### src/rtl/imem_boot_loader_pkg.sv
// Shared constants, state encoding and helpers
// for the instruction-memory boot loader.
package imem_boot_loader_pkg;

  localparam int WORD_WIDTH     = 32;
  localparam int MAX_WORDS      = 256;
  localparam int CNT_WIDTH      = 9;
  localparam int BYTES_PER_WORD = 4;
  localparam int BCNT_WIDTH     = $clog2(BYTES_PER_WORD);

  typedef enum logic [2:0] {
    LDR_IDLE  = 3'd0,
    LDR_RECV  = 3'd1,
    LDR_WRITE = 3'd2,
    LDR_DONE  = 3'd3,
    LDR_ERR   = 3'd4
  } ldr_state_e;

  function automatic logic len_too_big(
    input logic [CNT_WIDTH-1:0] l
  );
    return l > CNT_WIDTH'(MAX_WORDS);
  endfunction

endpackage

### src/rtl/imem_boot_loader_word_assembler.sv
// Packs accepted bytes MSB-first into one word
// and tracks how many bytes of it are in hand.
module imem_boot_loader_word_assembler
  import imem_boot_loader_pkg::*;
(
  input  logic                  CLK,
  input  logic                  RST_N,
  input  logic                  clr,
  input  logic                  shift_en,
  input  logic [7:0]            byte_in,
  output logic [WORD_WIDTH-1:0] word,
  output logic                  full
);

  // Only the first three bytes need storage;
  // the fourth is taken straight from byte_in.
  logic [WORD_WIDTH-9:0] word_q, word_d;
  logic [BCNT_WIDTH-1:0] cnt_q, cnt_d;

  always_comb begin
    word_d = word_q;
    cnt_d  = cnt_q;
    if (clr) begin
      word_d = '0;
      cnt_d  = '0;
    end else if (shift_en) begin
      word_d = {word_q[WORD_WIDTH-17:0], byte_in};
      cnt_d  = cnt_q + BCNT_WIDTH'(1);
    end
  end

  always_ff @(posedge CLK or negedge RST_N) begin
    if (!RST_N) begin
      word_q <= '0;
      cnt_q  <= '0;
    end else begin
      word_q <= word_d;
      cnt_q  <= cnt_d;
    end
  end

  assign word = {word_q, byte_in};
  assign full = (cnt_q == BCNT_WIDTH'(BYTES_PER_WORD - 1));

endmodule

### src/rtl/imem_boot_loader.sv
// Boot loader: fills instruction memory from a
// byte stream and holds the CPU until loaded.
module imem_boot_loader
  import imem_boot_loader_pkg::*;
(
  input  logic                  CLK,
  input  logic                  RST_N,
  input  logic                  start,
  input  logic [CNT_WIDTH-1:0]  len,
  input  logic [7:0]            byte_in,
  input  logic                  byte_valid,
  output logic                  byte_ready,
  output logic                  mem_we,
  output logic [WORD_WIDTH-1:0] mem_addr,
  output logic [WORD_WIDTH-1:0] mem_wdata,
  output logic                  cpu_hold,
  output logic                  done,
  output logic                  error
);

  ldr_state_e state_q, state_d;

  logic [CNT_WIDTH-1:0]  len_q, len_d;
  logic [CNT_WIDTH-1:0]  idx_q, idx_d;
  logic                  we_q, we_d;
  logic [WORD_WIDTH-1:0] addr_q, addr_d;
  logic [WORD_WIDTH-1:0] wdata_q, wdata_d;
  logic                  hold_q, hold_d;
  logic                  done_q, done_d;
  logic                  err_q, err_d;

  logic                  clr;
  logic                  shift_en;
  logic [WORD_WIDTH-1:0] word;
  logic                  full;

  assign byte_ready = (state_q == LDR_RECV);
  assign shift_en   = byte_ready & byte_valid;

  imem_boot_loader_word_assembler u_asm (
    .CLK      (CLK),
    .RST_N    (RST_N),
    .clr      (clr),
    .shift_en (shift_en),
    .byte_in  (byte_in),
    .word     (word),
    .full     (full)
  );

  always_comb begin
    state_d = state_q;
    len_d   = len_q;
    idx_d   = idx_q;
    clr     = 1'b0;
    unique case (state_q)
      LDR_IDLE, LDR_DONE, LDR_ERR: begin
        if (start) begin
          len_d = len;
          idx_d = '0;
          clr   = 1'b1;
          if (len == '0)
            state_d = LDR_DONE;
          else if (len_too_big(len))
            state_d = LDR_ERR;
          else
            state_d = LDR_RECV;
        end
      end
      LDR_RECV: begin
        if (shift_en && full)
          state_d = LDR_WRITE;
      end
      LDR_WRITE: begin
        if (idx_q == len_q - CNT_WIDTH'(1)) begin
          state_d = LDR_DONE;
        end else begin
          idx_d   = idx_q + CNT_WIDTH'(1);
          state_d = LDR_RECV;
        end
      end
      default: state_d = LDR_IDLE;
    endcase
  end

  // Outputs are registered from the next state so
  // they line up with the state they describe.
  always_comb begin
    we_d    = (state_d == LDR_WRITE);
    addr_d  = addr_q;
    wdata_d = wdata_q;
    if (we_d) begin
      addr_d  = {{(WORD_WIDTH-CNT_WIDTH-2){1'b0}},
                 idx_q, 2'b00};
      wdata_d = word;
    end
    hold_d = (state_d != LDR_DONE);
    done_d = (state_d == LDR_DONE);
    err_d  = (state_d == LDR_ERR);
  end

  always_ff @(posedge CLK or negedge RST_N) begin
    if (!RST_N) begin
      state_q <= LDR_IDLE;
      len_q   <= '0;
      idx_q   <= '0;
      we_q    <= 1'b0;
      addr_q  <= '0;
      wdata_q <= '0;
      hold_q  <= 1'b1;
      done_q  <= 1'b0;
      err_q   <= 1'b0;
    end else begin
      state_q <= state_d;
      len_q   <= len_d;
      idx_q   <= idx_d;
      we_q    <= we_d;
      addr_q  <= addr_d;
      wdata_q <= wdata_d;
      hold_q  <= hold_d;
      done_q  <= done_d;
      err_q   <= err_d;
    end
  end

  assign mem_we    = we_q;
  assign mem_addr  = addr_q;
  assign mem_wdata = wdata_q;
  assign cpu_hold  = hold_q;
  assign done      = done_q;
  assign error     = err_q;

endmodule
### config.mk
export PLATFORM = sky130hd
export DESIGN_NAME = imem_boot_loader
export DESIGN_NICKNAME = d
export VERILOG_FILES = /design/src/rtl/imem_boot_loader_pkg.sv /design/src/rtl/imem_boot_loader_word_assembler.sv /design/src/rtl/imem_boot_loader.sv
export SDC_FILE = /design/constraint.sdc
export NUM_CORES = 1
export LEC_CHECK = 0
export ABC_AREA = 1
export ABC_CLOCK_PERIOD_IN_PS = 2200
export BUFFER_PORTS_ARGS = -buffer_cell sky130_fd_sc_hd__buf_2
export CAP_MARGIN = 20
export CORE_ASPECT_RATIO = 0.7
export CORE_UTILIZATION = 54
export CTS_CLUSTER_SIZE = 25
export DETAILED_ROUTE_END_ITERATION = 16
export GPL_TIMING_DRIVEN = 1
export PLACE_DENSITY = 0.81
export SLEW_MARGIN = 20
export SYNTH_ARGS = -nofsm -noshare
export SYNTH_HDL_FRONTEND = slang
export SYNTH_SLANG_ARGS = --single-unit
### constraint.sdc
create_clock -name CLK -period 2.2 [get_ports CLK]
set_clock_uncertainty 0.05 [all_clocks]
set_input_delay 0.33 -clock CLK [delete_from_list [all_inputs] [get_ports CLK]]
set_output_delay 0.33 -clock CLK [all_outputs]
set_load 0.01 [all_outputs]
After elaboration in Yosys (flattened, before gate mapping)
Cells that the tools add are included.
{"block": "classes", "eq_ne": 12, "muxes": 15, "reduce_logical": 8, "magnitude_cmp": 1, "n_addsub": 3, "n_bitwise": 1}
{"op": "$mux 24", "count": 2}
{"op": "$mux 9", "count": 2}
{"op": "$pmux 9 s2", "count": 1}
{"op": "$eq 3x2->1 const B", "count": 4}
{"op": "$mux 3", "count": 4}
{"op": "$add 9x1->9 const B", "count": 1}
{"op": "$eq 9x9->1", "count": 1}
{"op": "$gt 9x9->1 const B", "count": 1}
{"op": "$logic_not 9->1", "count": 1}
{"op": "$pmux 3 s3", "count": 1}
{"op": "$sub 9x1->9 const B", "count": 1}
{"op": "$eq 3x3->1 const B", "count": 2}
{"op": "$mux 2", "count": 3}
{"op": "$ne 2x2->1 const B", "count": 2}
{"op": "$reduce_bool 2->1", "count": 2}
{"op": "$eq 3x1->1 const B", "count": 1}
{"op": "$logic_not 3->1", "count": 1}
{"op": "$ne 3x2->1 const B", "count": 1}
{"op": "$reduce_and 3->1", "count": 1}
{"op": "$reduce_or 3->1", "count": 1}
{"op": "$add 2x1->2 const B", "count": 1}
{"op": "$eq 2x2->1 const B", "count": 1}
{"op": "$mux 1", "count": 2}
{"op": "$reduce_and 2->1", "count": 1}
{"op": "other kinds (2)", "count": 2}
{"block": "word_totals", "ff_bits": 92, "word_cells": 51}

Depth between registers and ports, before layout
Gate-level depths: netlist (run 1).
{"block": "logic_depth", "ltp_word": 6, "depth_mapped": 14}

By module
Synthesis (run 1) repeated with hierarchy kept, for this count alone.
{"block": "hier_totals", "cells_unflattened": 543, "area_unflattened_um2": 4626.9}
{"module": "imem_boot_loader", "area_per_inst_um2": 3369.5, "n_inst": 1, "cells_each": 420}
{"module": "imem_boot_loader_word_assembler", "area_per_inst_um2": 1257.5, "n_inst": 1, "cells_each": 123}

Least setup slack after synthesis (run 1)
OpenSTA, ideal clock, no wires.
{"block": "synth_timing", "kind": "flip-flop to flip-flop", "start": "reg len_q[0]", "end": "reg idx_q[5]", "path_stages_with_launch": 14, "required_ns": 2.033, "arrival_time_ns": 1.585, "synth_period_minus_slack_ns": 1.751, "path_buffers": 0, "setup_time_ns": 0.117, "setup_slack_ns": 0.449, "path_cell_list": "dfrtp_1 > inv_1 > ha_1 > inv_1 > nand2_1 > nand2_1 > nor2_1 > nand2_1 > nor2_1 > nand3_1 > o21bai_4 > nand2_4 > nand2_1 > nand2_1"}
{"block": "synth_via", "elab_chain_cells": 4}
{"item": "start, declared", "line": "imem_boot_loader.sv:23", "rtl": "logic [CNT_WIDTH-1:0] len_q, len_d;"}
{"item": "start signal, assigned", "line": "imem_boot_loader.sv:114", "rtl": "len_q <= len_d;"}
{"item": "$sub 9x1->9", "line": "imem_boot_loader.sv:74", "rtl": "if (idx_q == len_q - CNT_WIDTH'(1)) begin"}
{"item": "$eq 9x9->1", "line": "imem_boot_loader.sv:74"}
{"item": "$ne 2x2->1 (no source line)"}
{"item": "$reduce_and 3->1 (no source line)"}
{"item": "end signal, assigned", "line": "imem_boot_loader.sv:115", "rtl": "idx_q <= idx_d;"}
{"item": "end, declared", "line": "imem_boot_loader.sv:24", "rtl": "logic [CNT_WIDTH-1:0] idx_q, idx_d;"}
Every way passes these cells.
A chain may end at the register's enable or synchronous reset.

Worst setup path after layout (run 1)
{"block": "layout_timing", "start": "reg len_q[0]", "end": "reg idx_q[2]"}
Same word-level chain as after synthesis.

==> metrics.csv, run 1 <==
metric,value,unit
final WL,8790,um
Seq cells post-synth,92,
leak pwr,0.00259,uW
Most common cell on crit path,nand2_1,
Max Freq,0.500,GHz
adder-cell share of the synthesized area,0.00901,
initial core utilization,0.564,
syn avg cell area,8.65,um2
Fin. Hold Viols,0,
root buffer cell,clkbuf_8,
routed length per instance,13.4,um
"Setup Fix Bufs, Post-CTS",0,
Post-Syn Area,4170,um2
final setup vio count,0,
number of I/O pins,90,
core footprint,7380,um2
Worst Path Required,2.40,ns
Period minus WS final,2.00,ns
Worst Path Arrival,2.20,ns
Die Ht,75.5,um
global-route wire length before repair,14500,um
Netlist cell types,30,
Post-synth EDFFs,0,
pin count of the biggest net entering global routing,65,
"Hold-fix buffers, CTS",1,
complex-gate fraction of the synthesized area,0.115,
post-CTS sizing,0,
total die area,8080,um2
synthesized instance count,482,
Antenna Violating Nets Remaining,0,
Final Max Tran Viols,0,
"Async S/R FF share, synth",1.00,
CTS tree,yes,
initial antenna violation count,0,
RSZ-0062 raised after global routing,false,
Syn-to-layout area delta,15.3,%
Ys Warns,0,
clock sink total,92,
I/O Buffers,66,
worst vdd ir,0.720,mV
ratio of cells with drive above 1 in the final layout,0.180,
largest area contributor in the netlist,dfrtp_1,
Final TNS setup,0,ns
"Seq/Total Area, Yosys",0.553,
share of the synthesized area in the top cell type,0.546,
vias per cell,5.09,
FP Rows,26,
fin crit share,0.910,
largest family of logic cells by synthesized area,simple AND/OR/NAND/NOR gates,
DPL Wire Length,6230,um
Total Nets Final,576,
routability cong.,0.865,
Antenna Cells,0,
outcome,"finished, final reports clean",
detailed-route via count,3332,
Min Hold Slack,0.187,ns
most numerous cell in the Yosys netlist,nand2_1,
mux share of post-synthesis cell area,0,
maximum clock path buffer count,2,
largest cells by area after synthesis,"dfrtp_1 (55%), nand2_1 (11%), inv_1 (6.5%)",
PwrDens,1220,nW/um2
Final Instance Area,4810,um2
H-Tree Depth,3,
Crit-path slowest cell,dfrtp_1,
"CTS clk-pin slew, worst paths",0.09,ns
Startpoint Class,register,
Worst path max stage delay,0.40,ns
1st-pass router iterations,7,
max-cap violations,0,
Overall Global Routing Usage,0.239,
TritonCTS Buffers,9,
Main synth FF type,dfrtp_1,
clock insertion delay at the later pin of the skew report,0.36,ns
CP endpoint kind,register,
Synth Area in XOR/XNOR,0.0126,
FILL cells,595,
Hold Crit Class,in -> reg,
Synth top cells by count,"nand2_1 (124), dfrtp_1 (91), inv_1 (72)",
CP Class,reg -> reg,
Initial DRC Count,203,
drt drc,0,
worst path cell trace,"inv_1, ha_1, inv_1, nand2_1, nand2_1, nand2_1, nand2_1, nor2_1, nand3_1, o21bai_4, nand2_4, nand2_1, nand2_1",
number of global-route vias before repair,2942,
Synth Area in Simple Gates,0.186,
crit-path max FO,10,
area of placed instances,4550,um2
Die W,107,um
Congestion Overflow GR,0,
==> cell families (layout without fill, tap and decap cells) <==
group           after synthesis  after routing
fa+ha+maj                     3              3
simple gates                183            183
other cells                   1             23
xor+xnor                      6              6
compound gates               85             85
flops                        92             92
buf+inv                     112            165
==> flip-flops by register name, indices dropped and copies added (netlist names) <==
signal,cells
mem_wdata,32
u_asm.word_q,24
idx_q,9
len_q,9
mem_addr,9
state_q,3
u_asm.cnt_q,2
cpu_hold,1
done,1
error,1
mem_we,1
==> area by class of cell <==
cell class                      instances  area, um2  share of cell area
Timing Repair Buffer                   75        428              0.0890
Clock buffer                            9        124              0.0258
Clock inverter                          7        120              0.0250
Sequential cell                        92       2300               0.479
Tap cell                               98        123              0.0255
Inverter                               74        278              0.0578
Multi-Input combinational cell        300       1430               0.298
==> where the power goes <==
group / leakage (uW) / internal [uW] / switching [uW]
sequential: 0.00123 / 2220 / 312
clock: 0.000120 / 761 / 601
combinational: 0.00124 / 705 / 1260
==> critical path: cells and delay by family, from the launching register on <==
family	cells	cell delay [ns]
and+or+nand+nor	9	0.75
DFF	1	0.40
adders and majority gates	1	0.24
AOI/OAI and AO/OA	1	0.29
buffers and inverters	2	0.16
==> layer usage <==
layer,wire [um],vias up,GRT usage
met4,82,0,0.0578
met5,0,-,0
li1,-,1625,-
met3,577,9,0.0607
met2,3860,121,0.358
met1,4260,1577,0.352
==> cells in the final DEF, fill, tap and decap left out <==
| cell | instances |
|---|---|
| o31ai_1 | 1 |
| bufinv_16 | 3 |
| dfrtp_1 | 91 |
| o21ai_0 | 24 |
| inv_1 | 72 |
| o22ai_1 | 24 |
| inv_2 | 2 |
| clkinvlp_4 | 1 |
| clkinv_2 | 1 |
| a21oi_1 | 4 |
| inv_6 | 2 |
| nor2_1 | 24 |
| xor2_1 | 5 |
| o21ai_1 | 28 |
| buf_12 | 2 |
| a211oi_1 | 1 |
| ha_1 | 3 |
| xnor2_1 | 1 |
| buf_2 | 65 |
| nor2_4 | 1 |
| clkbuf_8 | 9 |
| a21boi_0 | 2 |
| buf_4 | 7 |
| nor3_4 | 1 |
| nand2_1 | 124 |
| nor3b_1 | 1 |
| nor3_2 | 1 |
| nand4_1 | 5 |
| conb_1 | 23 |
| dlygate4sd3_1 | 1 |
| o21bai_4 | 1 |
| dfstp_2 | 1 |
| nand3_1 | 23 |
| nand2_4 | 2 |
| nor2_2 | 1 |
==> through the flow <==
| step | worst slack [ns] | std cells | power, uW | utilization |
|---|---|---|---|---|
| 4_1_cts | 0.186 | 655 | 5870 | 0.651 |
| 6_report | 0.199 | 655 | 5850 | 0.651 |
| 5_1_grt | 0.0240 | 655 | 6250 | 0.651 |
| 2_1_floorplan | 0.449 | 504 | 3830 | - |
| 3_3_place_gp | 0.335 | 638 | 4380 | 0.617 |
| 3_5_place_dp | 0.219 | 638 | 4480 | 0.617 |
==> final timing paths <==
path	from	endpoint	slack, ns	cells after the start
worst min-delay path	byte_in[7]	mem_wdata[7]	0.19	3
min in group asynchronous	RST_N	u_asm.word_q[16]	0.42	2
max in group asynchronous	RST_N	cpu_hold	1.04	3
worst min register to register	mem_addr[9]	mem_addr[9]	0.43	2
worst max-delay path	len_q[0]	idx_q[2]	0.20	13
worst max register to register	len_q[0]	idx_q[2]	0.20	13
Note: power is estimated with default switching activity, not from simulation.
==> run 2: changes to the inputs <==
- CORE_UTILIZATION: 54 -> 45
- PLACE_DENSITY: 0.81 -> 0.7
==> run 2 against run 1 <==
The run now ends with hold timing left. Worst hold slack worse by 0.23 ns. Wire length is 1.6% higher. Setup slack worse by 0.0095 ns. Design area is 1.4% higher. Critical endpoint is now idx_q[5].
==> metrics.csv, run 2 (synthesis gave the netlist of run 1 again) <==
metric,value,unit,change
outcome,finished with violations,,
failing checks,hold timing,,
Worst Path Arrival,2.24,ns,+0.04 ns
FP Rows,28,,+7.7%
Hold Crit Class,in -> async,,
"worst slack, placed",0.252,ns,+0.0329 ns
max reg flops,32,,unchanged
total die area,9660,um2,+20%
Congestion Overflow GR,0,,unchanged
Min Hold Slack,-0.0411,ns,-0.228 ns
fin crit share,0.914,,+0.00430
pin count of the biggest net entering global routing,93,,+43%
final worst slack,0.189,ns,-0.00947 ns
vias per cell,4.90,,-3.8%
I/O Buffers,66,,unchanged
Period minus WS final,2.01,ns,+0.00947 ns
number of I/O pins,90,,unchanged
crit-path max FO,8,,-2
"Buf+Inv Stages, Crit Path",3,,+1
Reg2Reg Launch Point,len_q[0],,
CTS tree,yes,,
routability cong.,0.834,,-3.5%
Total Nets Final,577,,+0.17%
"Core Util, Final",0.559,,-0.0920
"non-filler cells, final",678,,+3.5%
Worst path max stage delay,0.39,ns,about the same
global-route wire length before repair,14500,um,-0.23%
Antenna Cells,0,,unchanged
ratio of cells with drive above 1 in the final layout,0.181,,+0.00147
routed length per instance,13.2,um,-1.8%
Antenna Violating Nets Remaining,0,,unchanged
worst path cell trace,"inv_1, ha_1, inv_1, nand2_1, nand2_1, nand2_1, nand2_1, nor2_1, nand3_1, o21bai_4, buf_4, nand3_1, nand2_1",,
CP Class,reg -> reg,,
Most common cell on crit path,nand2_1,,
leak pwr,0.00260,uW,+0.58%
CP endpoint kind,register,,
DPL Wire Length,6120,um,-1.8%
family with the most delay on the worst path,simple AND/OR/NAND/NOR gates,,
H-Tree Depth,3,,unchanged
TritonCTS Buffers,9,,unchanged
Syn-to-layout area delta,17.0,%,
Total Power,5900,uW,+0.87%
PwrDens,1210,nW/um2,-0.55%
most frequent cells in the layout,"nand2_1 (124), dfrtp_1 (91), inv_1 (72)",,
core footprint,8720,um2,+18%
initial core utilization,0.478,,-0.0866
max-cap violations,0,,unchanged
Die Ht,82.5,um,+9.3%
Crit-path slowest cell,dfrtp_1,,
final setup vio count,0,,unchanged
Fin. Hold Viols,26,,+26
worst vdd ir,0.784,mV,+8.9%
Final TNS setup,0,ns,unchanged
Worst Path Required,2.43,ns,+0.03 ns
post-CTS sizing,0,,unchanged
"Hold-fix buffers, CTS",0,,-1
number of global-route vias before repair,2941,,-0.034%
"CTS clk-pin slew, worst paths",0.06,ns,-0.03 ns
1st-pass router iterations,7,,unchanged
Final Max Tran Viols,0,,unchanged
drt drc,0,,unchanged
Startpoint Class,register,,
initial antenna violation count,0,,unchanged
Die W,117,um,+9.4%
Initial DRC Count,220,,+8.4%
"Setup Fix Bufs, Post-CTS",0,,unchanged
clock insertion delay at the later pin of the skew report,0.34,ns,-0.02 ns
final WL,8930,um,+1.6%
CP startpoint,len_q[0],,
Overall Global Routing Usage,0.203,,-0.0356
"commonest non-fill, non-tap cell in the layout",nand2_1,,
root buffer cell,clkbuf_16,,
Placed Cells,659,,+3.3%
clock sink total,92,,unchanged
RSZ-0062 raised after global routing,false,,
FILL cells,810,,+36%
Max Freq,0.497,GHz,-0.47%
detailed-route via count,3319,,-0.39%
maximum clock path buffer count,2,,unchanged
-- run 2: changes by cell type in the layout (fill, tap and decap cells not counted) --
| cell | previous run | this run |
|---|---|---|
| clkinvlp_4 | 1 | 2 |
| clkbuf_1 | 0 | 1 |
| clkinv_4 | 0 | 2 |
| clkbuf_16 | 0 | 9 |
| inv_6 | 2 | 0 |
| clkbuf_8 | 9 | 1 |
| buf_4 | 7 | 9 |
| dlygate4sd3_1 | 1 | 0 |
| bufinv_16 | 3 | 0 |
-- run 2: area by class of cell --
class	count	area, um2	area share
Timing Repair Buffer	76	433	0.0888
Clock buffer	11	243	0.0498
Sequential cell	92	2300	0.472
Multi-Input combinational cell	300	1430	0.294
Inverter	74	278	0.0570
Tap cell	120	150	0.0308
Clock inverter	5	37.5	0.00770
-- run 2: worst reg2reg max path, stage by stage (launching register included) --
cell	delay [ns]
dfrtp_1	0.39
inv_1	0.10
ha_1	0.24
inv_1	0.06
nand2_1	0.07
nand2_1	0.06
nand2_1	0.05
nand2_1	0.05
nor2_1	0.09
nand3_1	0.17
o21bai_4	0.32
buf_4	0.18
nand3_1	0.06
nand2_1	0.07
-- run 2: path summary, 6_finish.rpt --
| kind | slack [ns] | end | depth (start not counted) |
|---|---|---|---|
| max | 0.19 | idx_q[5] | 13 |
| min | -0.04 | mem_wdata[8] | 2 |
| max reg2reg | 0.19 | idx_q[5] | 13 |
| min reg2reg | 0.42 | mem_addr[10] | 2 |
| max in group asynchronous | 1.74 | mem_addr[4] | 2 |
| min in group CLK | 0.20 | mem_wdata[4] | 3 |
-- run 2: power breakdown --
part	internal (uW)	switching, uW	leakage, uW	total, uW
sequential	2220	306	0.00123	2530
combinational	705	1250	0.00124	1960
clock	798	623	0.000132	1420
total	3720	2180	0.00260	5900
-- run 2: metrics by stage --
stage | instance area, um2 | hold WS, ns
3_5_place_dp | 4570 | 0.371
5_1_grt | 4880 | 0.0131
4_1_cts | 4850 | 0.00808
6_report | 4880 | -0.0411
3_3_place_gp | 4570 | 0.362
2_1_floorplan | 4250 | -0.0156
-- run 2: layer usage --
layer	wire, um	global-route usage
met5	0	0
met4	101	0.0684
met3	538	0.0511
met2	3810	0.294
met1	4480	0.296
==> run 3: changes to the inputs <==
- CORE_ASPECT_RATIO: 0.7 -> 1.75
==> run 3 against run 2 <==
The run now ends clean. Core utilization decreased by 2.0 points. Sequential cell count unchanged. Global-route usage decreased by 0.82 points. Count of clock-buffer cells in the layout increased by 1. Total power decreased by 0.12%. Final cell count decreased by 0.29%. Non-clock buffer count decreased by 2. Die area about the same. Worst hold slack improved by 0.24 ns. Clock power increased by 5%. First-iteration DRC count decreased by 35%. Critical endpoint is now idx_q[6]. Largest power group unchanged.
==> metrics.csv, run 3 (synthesis gave the netlist of run 1 again) <==
metric,value,unit,change
outcome,"finished, final reports clean",,
Period minus WS final,2.00,ns,-0.00931 ns
number of global-route vias before repair,3074,,+4.5%
FILL cells,878,,+8.4%
final WL,8550,um,-4.2%
post-CTS sizing,0,,unchanged
leak pwr,0.00260,uW,-0.12%
vias per cell,4.76,,-2.7%
Overall Global Routing Usage,0.195,,-0.00821
global-route wire length before repair,14200,um,-2.2%
crit-path max FO,10,,+2
final setup vio count,0,,unchanged
switch share,0.354,,-0.0150
Total Nets Final,575,,-0.35%
Die W,74.8,um,-36%
Reg power frac,0.423,,-0.005
Final TNS setup,0,ns,unchanged
CP endpoint kind,register,,
number of I/O pins,90,,unchanged
1st-pass router iterations,6,,-1
Antenna Cells,0,,unchanged
ratio of cells with drive above 1 in the final layout,0.173,,-0.00834
initial core utilization,0.461,,-0.0165
maximum clock path buffer count,2,,unchanged
Antenna Violating Nets Remaining,0,,unchanged
Seq. cell area,2300,um2,unchanged
core footprint,9040,um2,+3.6%
Worst Path Required,2.37,ns,-0.06 ns
sw power,2090,uW,-4.2%
root buffer cell,clkbuf_16,,
RSZ-0062 raised after global routing,false,,
worst vdd ir,0.601,mV,-23%
drt drc,0,,unchanged
Comb power frac,0.324,,-0.007
Congestion Overflow GR,0,,unchanged
routed length per instance,12.7,um,-3.9%
detailed-route via count,3219,,-3.0%
Hold Crit Class,in -> reg,,
pin count of the biggest net entering global routing,81,,-13%
Initial DRC Count,142,,-35%
CP Class,reg -> reg,,
I/O Buffers,66,,unchanged
TritonCTS Buffers,9,,unchanged
CTS tree,yes,,
Max Freq,0.500,GHz,+0.47%
total die area,9670,um2,about the same
Clock power frac,0.253,,+0.012
routability cong.,0.876,,+5.0%
"commonest non-fill, non-tap cell in the layout",nand2_1,,
DPL Wire Length,6200,um,+1.3%
max-cap violations,0,,unchanged
Startpoint Class,register,,
initial antenna violation count,0,,unchanged
"CTS clk-pin slew, worst paths",0.06,ns,about the same
Total Power,5900,uW,-0.12%
Fin. Hold Viols,0,,-100%
PwrDens,1210,nW/um2,about the same
Int Pwr,3810,uW,+2.3%
clock insertion delay at the later pin of the skew report,0.34,ns,about the same
fin crit share,0.910,,-0.00423
clock sink total,92,,unchanged
most frequent cells in the layout,"nand2_1 (124), dfrtp_1 (91), inv_1 (72)",,
max reg flops,32,,unchanged
Syn-to-layout area delta,16.9,%,
area of the multi-input gates,1430,um2,unchanged
Worst Path Arrival,2.17,ns,-0.07 ns
Die Ht,129,um,+57%
FP Rows,46,,+64%
Final Max Tran Viols,0,,unchanged
H-Tree Depth,3,,unchanged
run 3: changes by cell type in the layout (fill, tap and decap cells not counted), sizes merged:
cell / before / now
buf: 76 / 73
clkinv: 3 / 1
bufinv: 0 / 1
clkbuf: 11 / 12
clkinvlp: 2 / 1
dlygate4sd3: 0 / 1
inv: 74 / 75
run 3: layer usage:
| metal | track usage | routed length, um | vias to the layer above |
|---|---|---|---|
| met5 | 0 | 0 | - |
| met4 | 0.110 | 346 | 0 |
| met3 | 0.0342 | 224 | 22 |
| met2 | 0.341 | 4530 | 76 |
| met1 | 0.217 | 3450 | 1495 |
| li1 | - | - | 1626 |
run 3: path summary, 6_finish.rpt:
check,startpoint,endpoint,slack [ns],cells after the start
worst min-delay path,byte_valid,mem_we,0.20,3
worst max register to register,len_q[0],idx_q[6],0.20,13
max in group asynchronous,RST_N,mem_addr[4],1.03,3
worst max-delay path,len_q[0],idx_q[6],0.20,13
worst min register to register,mem_addr[10],mem_addr[10],0.42,2
min in group asynchronous,RST_N,mem_wdata[8],0.41,2
run 3: area by class of cell:
class,count,share of cell area
clock inverters,4,0.0105
multi-input cells,300,0.294
repair buffers,74,0.0863
clock buffers,12,0.0485
flip-flops and latches,92,0.473
inverters,74,0.0570
well taps,120,0.0308
run 3: repair_timing:
action	4_1_cts	5_1_grt
buffers inserted	0	0
endpoints found under the hold margin	27	0
hold buffers	1	0
run 3: power by group through the flow:
stage | combinational [uW] | clock, uW | sequential, uW
6_report | 1910 | 1490 | 2490
5_1_grt | 2190 | 1600 | 2570
4_1_cts | 1950 | 1530 | 2500
3_5_place_dp | 1930 | 0 | 2520
3_3_place_gp | 1880 | 0 | 2510
2_1_floorplan | 1240 | 0 | 2600
run 3: through the flow:
step | std cells | setup WS [ns] | hold slack [ns] | area, um2 | util
after floorplan | 504 | 0.449 | -0.0156 | 4250 | -
after global placement | 659 | 0.242 | 0.225 | 4570 | 0.506
after detailed placement | 659 | 0.208 | 0.231 | 4570 | 0.506
after CTS | 676 | 0.176 | 0.197 | 4870 | 0.539
after global routing | 676 | 0.0399 | 0.211 | 4870 | 0.539
final | 676 | 0.199 | 0.203 | 4870 | 0.539
run 3: critical path: stages, from the launching register on:
cell,delay [ns]
dfrtp_1,0.36
inv_1,0.07
ha_1,0.30
inv_1,0.04
nand2_1,0.05
nand2_1,0.05
nor2_1,0.09
nand2_1,0.06
nor2_1,0.13
nand3_1,0.15
o21bai_4,0.31
nand2_4,0.11
nand2_1,0.07
nand2_1,0.05
